File: src/rtl/uart_baud_gen.sv
// uart_baud_gen: dual fractional baud-rate tick generator.
// Channel 0 produces the 1x bit-rate tick, channel 1 the 16x oversampling tick.
// Each channel counts intervals of (divisor + carry) clocks. The carry comes from
// a 4-bit accumulator of the fractional adjustment, so the average period is
// divisor + fra_adj/16 clocks.
// Build option: define UART_BAUDGEN_FRAC_EN to include the fractional
// accumulators. Without it, every interval is exactly divisor clocks and the
// fra_adj inputs are ignored.

module uart_baud_gen #(
  parameter int COUNTER_WIDTH = 20  // must be >= 17 to hold divisor + carry
) (
  input  logic        i_clk,
  input  logic        i_rst,
  input  logic [15:0] i_divisor,
  input  logic [3:0]  i_fra_adj,
  input  logic [15:0] i_divisor_x16,
  input  logic [3:0]  i_fra_adj_x16,
  input  logic        i_baud_en,
  input  logic        i_baud_x16_en,
  output logic        o_baud,
  output logic        o_baud_x16
);

  // Index 0 is the 1x channel and index 1 is the 16x channel.
  logic [1:0][15:0] div_a;
  logic [1:0]       en_a;
  logic [1:0]       tick_a;

  assign div_a = {i_divisor_x16, i_divisor};
  assign en_a  = {i_baud_x16_en, i_baud_en};

`ifdef UART_BAUDGEN_FRAC_EN
  logic [1:0][3:0] fra_a;
  assign fra_a = {i_fra_adj_x16, i_fra_adj};
`else
  // The fractional inputs are intentionally left unconnected in this build.
  logic unused_fra;
  assign unused_fra = ^{i_fra_adj, i_fra_adj_x16};
`endif

  for (genvar ch = 0; ch < 2; ch++) begin : g_chan
    logic [COUNTER_WIDTH-1:0] cnt;
    logic [COUNTER_WIDTH-1:0] last;
    logic [16:0]              period;
    logic                     carry;
    logic                     active;
    logic                     wrap;
    logic                     tick;

    // A zero divisor idles the channel exactly like a cleared enable.
    assign active = en_a[ch] && (div_a[ch] != 16'd0);
    assign period = {1'b0, div_a[ch]} + {16'd0, carry};
    assign last   = COUNTER_WIDTH'(period) - COUNTER_WIDTH'(1);
    // Use >= rather than == so that a divisor lowered mid-count wraps
    // immediately instead of running past the new period.
    assign wrap   = (cnt >= last);

    // Period counter and registered single-cycle tick.
    // NOTE: sequential state uses non-blocking assignments, so every always_ff
    // samples the pre-edge values of cnt/carry regardless of evaluation order.
    always_ff @(posedge i_clk or posedge i_rst) begin
      if (i_rst) begin
        cnt  <= '0;
        tick <= 1'b0;
      end else if (!active) begin
        cnt  <= '0;
        tick <= 1'b0;
      end else if (wrap) begin
        cnt  <= '0;
        tick <= 1'b1;
      end else begin
        cnt  <= cnt + COUNTER_WIDTH'(1);
        tick <= 1'b0;
      end
    end

`ifdef UART_BAUDGEN_FRAC_EN
    logic [3:0] acc;

    // Fraction accumulator: its overflow lengthens the next interval by one clock.
    // NOTE: the async reset clears the accumulator as well, so a reset always
    // restarts from a clean fractional phase.
    always_ff @(posedge i_clk or posedge i_rst) begin
      if (i_rst) begin
        acc   <= 4'd0;
        carry <= 1'b0;
      end else if (!active) begin
        acc   <= 4'd0;
        carry <= 1'b0;
      end else if (wrap) begin
        {carry, acc} <= {1'b0, acc} + {1'b0, fra_a[ch]};
      end
    end
`else
    assign carry = 1'b0;
`endif

    assign tick_a[ch] = tick;
  end

  assign o_baud     = tick_a[0];
  assign o_baud_x16 = tick_a[1];

endmodule

File: config.mk
export PLATFORM = sky130hd
export DESIGN_NAME = uart_baud_gen
export DESIGN_NICKNAME = d
export VERILOG_FILES = /design/src/rtl/uart_baud_gen.sv
export SDC_FILE = /design/constraint.sdc
export NUM_CORES = 1
export LEC_CHECK = 0
export CAP_MARGIN = 10
export CORE_UTILIZATION = 60
export DETAILED_ROUTE_END_ITERATION = 12
export GPL_TIMING_DRIVEN = 0
export PLACE_DENSITY_LB_ADDON = 0.08
export RECOVER_POWER = 25
export SKIP_LAST_GASP = 1
export SLEW_MARGIN = 30
export SYNTH_ARGS = -nofsm -noshare
export SYNTH_HDL_FRONTEND = slang
export SYNTH_SLANG_ARGS = --single-unit
File: constraint.sdc
create_clock -name i_clk -period 4.3 [get_ports i_clk]
set_input_delay 0.645 -clock i_clk [delete_from_list [all_inputs] [get_ports i_clk]]
set_output_delay 0.645 -clock i_clk [all_outputs]
set_load 0.03 [all_outputs]
== Word level (Yosys, flattened, before mapping) ==
Index checks and enable logic that the tools add are counted.
Storage, ports and cells
  register bits after elaboration: 42
  input port bits: 44
  output and inout port bits: 2
Operators by class
  multiplexer cells: 8
  reduce and logical (&&, ||, !) cells: 4
  add/sub/neg operators: 4
  $lt $le $gt $ge: 2
Operators by type and width (count)
  two-way mux 20 bit: 4
  adder 20 x 1 -> 20 bit (second input constant): 2
  greater-or-equal comparator 20 bit: 2
  subtractor 16 x 1 -> 17 bit (second input constant): 2
  nonzero test 16 bit: 2
  two-way mux 1 bit: 4
  logical AND 1 bit: 2

== Depth between registers and ports, before layout ==
Gate-level depths: netlist (run 1).
  depth in word-level cells: 4
  mapped depth: 13
  gate-level depth less buffers: 12

== Worst setup path before layout (run 1) ==
Ideal clock, no wire load.
  kind: input -> register
  start point: input i_divisor[0]
  end point: register g_chan[0].cnt[11]
  setup time: 145 ps
  slack: 544 ps
  stages on the path: 12
  data arrival time: 3611 ps
  path through: inv_1 ha_1 or3b_4 or3_4 or4_2 ha_1 nand4_1 nor2_1 a41oi_1 nand2_1 buf_1 nor3_2
Between the ends
  longest elaborated chain between the ends: 4
RTL lines
  start: declaration: RTL line 15  | input logic [15:0] i_divisor,
  subtractor 16 x 1 -> 17 bit: RTL line 54  | assign last = COUNTER_WIDTH'(period) - COUNTER_WIDTH'(1);
  greater-or-equal comparator 20 bit: RTL line 57  | assign wrap = (cnt >= last);
  two-way mux 20 bit: RTL line 69  | end else if (wrap) begin
  two-way mux 20 bit *: RTL line 66  | end else if (!active) begin
  end signal: assignment: RTL line 73  | cnt <= cnt + COUNTER_WIDTH'(1);
  end: declaration: RTL line 43  | logic [COUNTER_WIDTH-1:0] cnt;
Every way passes the cells marked *; elsewhere a longest branch is shown, timed or not.

== Final worst setup path (run 1) ==
  start point: input i_divisor[0]
  end point: register g_chan[0].cnt[5]
Same word-level chain as after synthesis.

==> results.md, run 1 <==
* Sequential-to-total area share from yosys stat at 30.9%
* Grt total ovfl at 0
* Ys async rst share at 100%
* DPL Wire Length at 5.58 mm
* Post-route cell area at 4000 sq um
* Top cells by count, synth: nor3_1, ha_1, dfrtp_1
* Worst r2r src: g_chan[1].cnt[16]$_DFF_PP0_
* Synth cell types at 41
* Max transition margin at 30.5%
* Clk sinks at 42
* Routed Antenna Nets at 0
* Slew of the pin with the lowest slew margin at 1.04 ns
* Worst vdd ir at 212 uV
* Number of enable flip-flop cells after synthesis at 0
* Drt drc at 0
* Critical Path AT at 4.22 ns
* Initial Util at 62.1%
* Num rows at 27
* WHS Endpoint: g_chan[1].cnt[0]$_DFF_PP0_
* Largest net degree at the start of global routing at 27
* Die H at 77.3 um
* ANT cells at 0
* Gate count of the mapped netlist at 369
* Most common cell in the netlist: nor3_1
* Vias in the first global route at 2792
* Hold path start: g_chan[1].cnt[0]$_DFF_PP0_
* Routed WL per cell at 14.4 um
* Drt via density at 5.81
* Top area cells in the synthesized netlist: dfrtp_1, ha_1, xnor2_1
* Max-slew violations at 0
* Inst Count DP at 479
* Pwr/cell area at 202 nW/um^2
* Worst hold path type: reg2reg
* DR iter-0 viols at 169
* Die Area at 5970 sq um
* LEAKAGE at 1.69 nW
* I/O Buffers at 37
* Clock Latency Late Sink at 0.30 ns
* Synth Warn # at 0
* Hold bufs inserted after CTS at 0
* Crit end category: flop
* Layout Utilization at 73.1%
* Post-CTS Repair Setup Buffers at 0
* Total CTS buffers at 5
* Clk_skew at 0.0125 ns
* Final Hold Violating Endpoints at 0
* Kind of critical path: in2reg
* Post-synthesis register bit count at 42
* Worst flop-to-flop path endpoint: g_chan[1].cnt[2]$_DFF_PP0_
* Fmax at 246 MHz
* Die X-Extent at 77.3 um
* Routed vias at 2830
* CP startpoint kind: primary input
* RSZ-0062 raised after global routing: no
* Area added between synthesis and finish at 17.8%
* WHS Path Cells at 1
* Fin nets at 502
* Crit path time final at 4.06 ns
* Sum Neg Setup Slack at 0 ns
* Root Driver: clkbuf_8
* Placed cell area at 3890 sq um
* Synthesized cell area at 3400 sq um
* Synth Net Count at 457
* Max-cap violations at 0
* Final Cycle Share at 94.4%
* Worst R2R Setup Slack at 1.82 ns
* Layout cells sized above 1 at 8.43%
* Total Routing Usage GR at 25.9%
* H-Tree Depth at 2
* Antenna violations before repair at 0
* TritonCTS clock tree: yes
* Global-route wire length before repair at 12.4 mm
* Reg2Reg Depth at 7
* Worst endpoint required time at 4.46 ns
* DRT Wirelength at 7.01 mm
* Final Setup Violations at 0
* Dpl ws at -0.349 ns
* Clock buffer depth at 2
* Fin cells at 487
* CTS clock-pin slew for the worst setup and hold paths at 0.08 ns
* Pre-Repair DR Iteration Count at 4
* PnR worst setup slack at 0.240 ns
* Crit-path max FO at 10
* Area leader, netlist: dfrtp_1
* Core area at 5470 sq um
* Global placement routability congestion at 0.825
* IO Pins at 46
* Post-synth top area share at 30.9%
* Post-synthesis area per instance at 9.21 sq um
* Outcome: finished clean
* Synth Flop Type: dfrtp_1
## kinds of logic (layout without fill, tap and decap cells)
family / Yosys count / after routing / synth area share [%]
adders and majority gates: 44 / 44 / 16.2
AOI/OAI and AO/OA: 36 / 36 / 7.07
xor gates and xnor gates: 61 / 61 / 15.7
DFF: 42 / 42 / 30.9
and+or+nand+nor: 166 / 166 / 27.3
buffers and inverters: 20 / 66 / 2.76
## metrics by stage
stage	total power, mW	hold slack, ns
detailed placement	0.547	0.514
floorplan	0.483	0.466
global route	0.851	0.553
finish	0.809	0.520
CTS	0.814	0.525
global placement	0.538	0.494
## per-layer routing
layer / vias to the layer above / routed length (um) / track usage (%)
met2: 34 / 3380 / 41.5
met5: - / 0 / 0
li1: 1434 / - / -
met1: 1360 / 3460 / 36.6
met4: 0 / 14 / 6.60
met3: 2 / 157 / 3.45
## worst max path at each step
stage,start,to,slack (ns)
final,i_divisor[0],g_chan[0].cnt[5]$_DFF_PP0_,0.24
after global routing,i_divisor_x16[8],g_chan[1].cnt[7]$_DFF_PP0_,0.02
after CTS,i_divisor[0],g_chan[0].cnt[5]$_DFF_PP0_,0.03
after detailed placement,i_divisor[0],g_chan[0].cnt[11]$_DFF_PP0_,-0.35
after global placement,i_divisor[0],g_chan[0].cnt[15]$_DFF_PP0_,-0.19
after floorplan,i_divisor[0],g_chan[0].cnt[11]$_DFF_PP0_,0.54
## placed cells by master, fill, tap and decap left out, drive strengths merged, types with 2 or more instances in the layout
master | netlist | final
clkbuf | 6 | 12
a41oi | 3 | 3
ha | 44 | 44
nor4 | 6 | 6
and4 | 2 | 2
o31a | 2 | 2
inv | 11 | 11
xnor2 | 31 | 31
a21oi | 12 | 12
nor3 | 62 | 62
nor2 | 17 | 17
or3 | 3 | 3
clkdlybuf4s50 | 0 | 36
and2 | 3 | 3
nor2b | 4 | 4
o21ai | 7 | 7
nand2b | 4 | 4
o21a | 2 | 2
or4 | 2 | 2
nand3 | 20 | 20
nand2 | 24 | 24
a211oi | 2 | 2
dfrtp | 42 | 42
a21o | 2 | 2
xor2 | 30 | 30
and3 | 6 | 6
nand4 | 11 | 11
buf | 3 | 4
## state kept, by name (all words and copies together) (netlist names)
name and count:
g_chan.cnt 40, o_baud 1, o_baud_x16 1
## area by class of cell
class | count | area (sq um)
multi-input cells | 307 | 2270
inverters | 11 | 41.3
flip-flops and latches | 42 | 1050
repair buffers | 38 | 398
fillers | 437 | 1470
plain buffers | 9 | 56.3
clock inverters | 2 | 12.5
well taps | 72 | 90.1
clock buffers | 6 | 82.6
## report_power, final
part	internal, mW	leakage [nW]	total [mW]	switching, mW
logic	0.0679	1.06	0.134	0.0664
registers	0.399	0.582	0.406	0.00649
clock network	0.129	0.0472	0.269	0.140
## worst max-delay path, cell delays in order
cell and delay, ns:
clkdlybuf4s50_1 0.43, inv_1 0.09, ha_1 0.17, or3b_4 0.40, or3_4 0.37, or4_2 0.69
ha_1 0.34, nand4_1 0.14, nor2_2 0.19, nand3_1 0.18, o31ai_4 0.27, buf_6 0.21
nor3_1 0.07
## repair_timing
action,4_1_cts,5_1_grt
resized for setup,1,7
pin swaps,0,1
setup endpoints to repair,10,33
No activity file was read; power rests on OpenSTA's default activity.
==> run 2, diff against run 1 <==
--- a/config.mk
+++ b/config.mk
@@ -8,6 +8,7 @@
 export CAP_MARGIN = 10
 export CORE_UTILIZATION = 60
 export DETAILED_ROUTE_END_ITERATION = 12
+export GPL_ROUTABILITY_DRIVEN = 0
 export GPL_TIMING_DRIVEN = 0
 export PLACE_DENSITY_LB_ADDON = 0.08
 export RECOVER_POWER = 25
==> results of run 2 <==
Same layout as run 1: the final DEF is identical, and so are final timing and power.
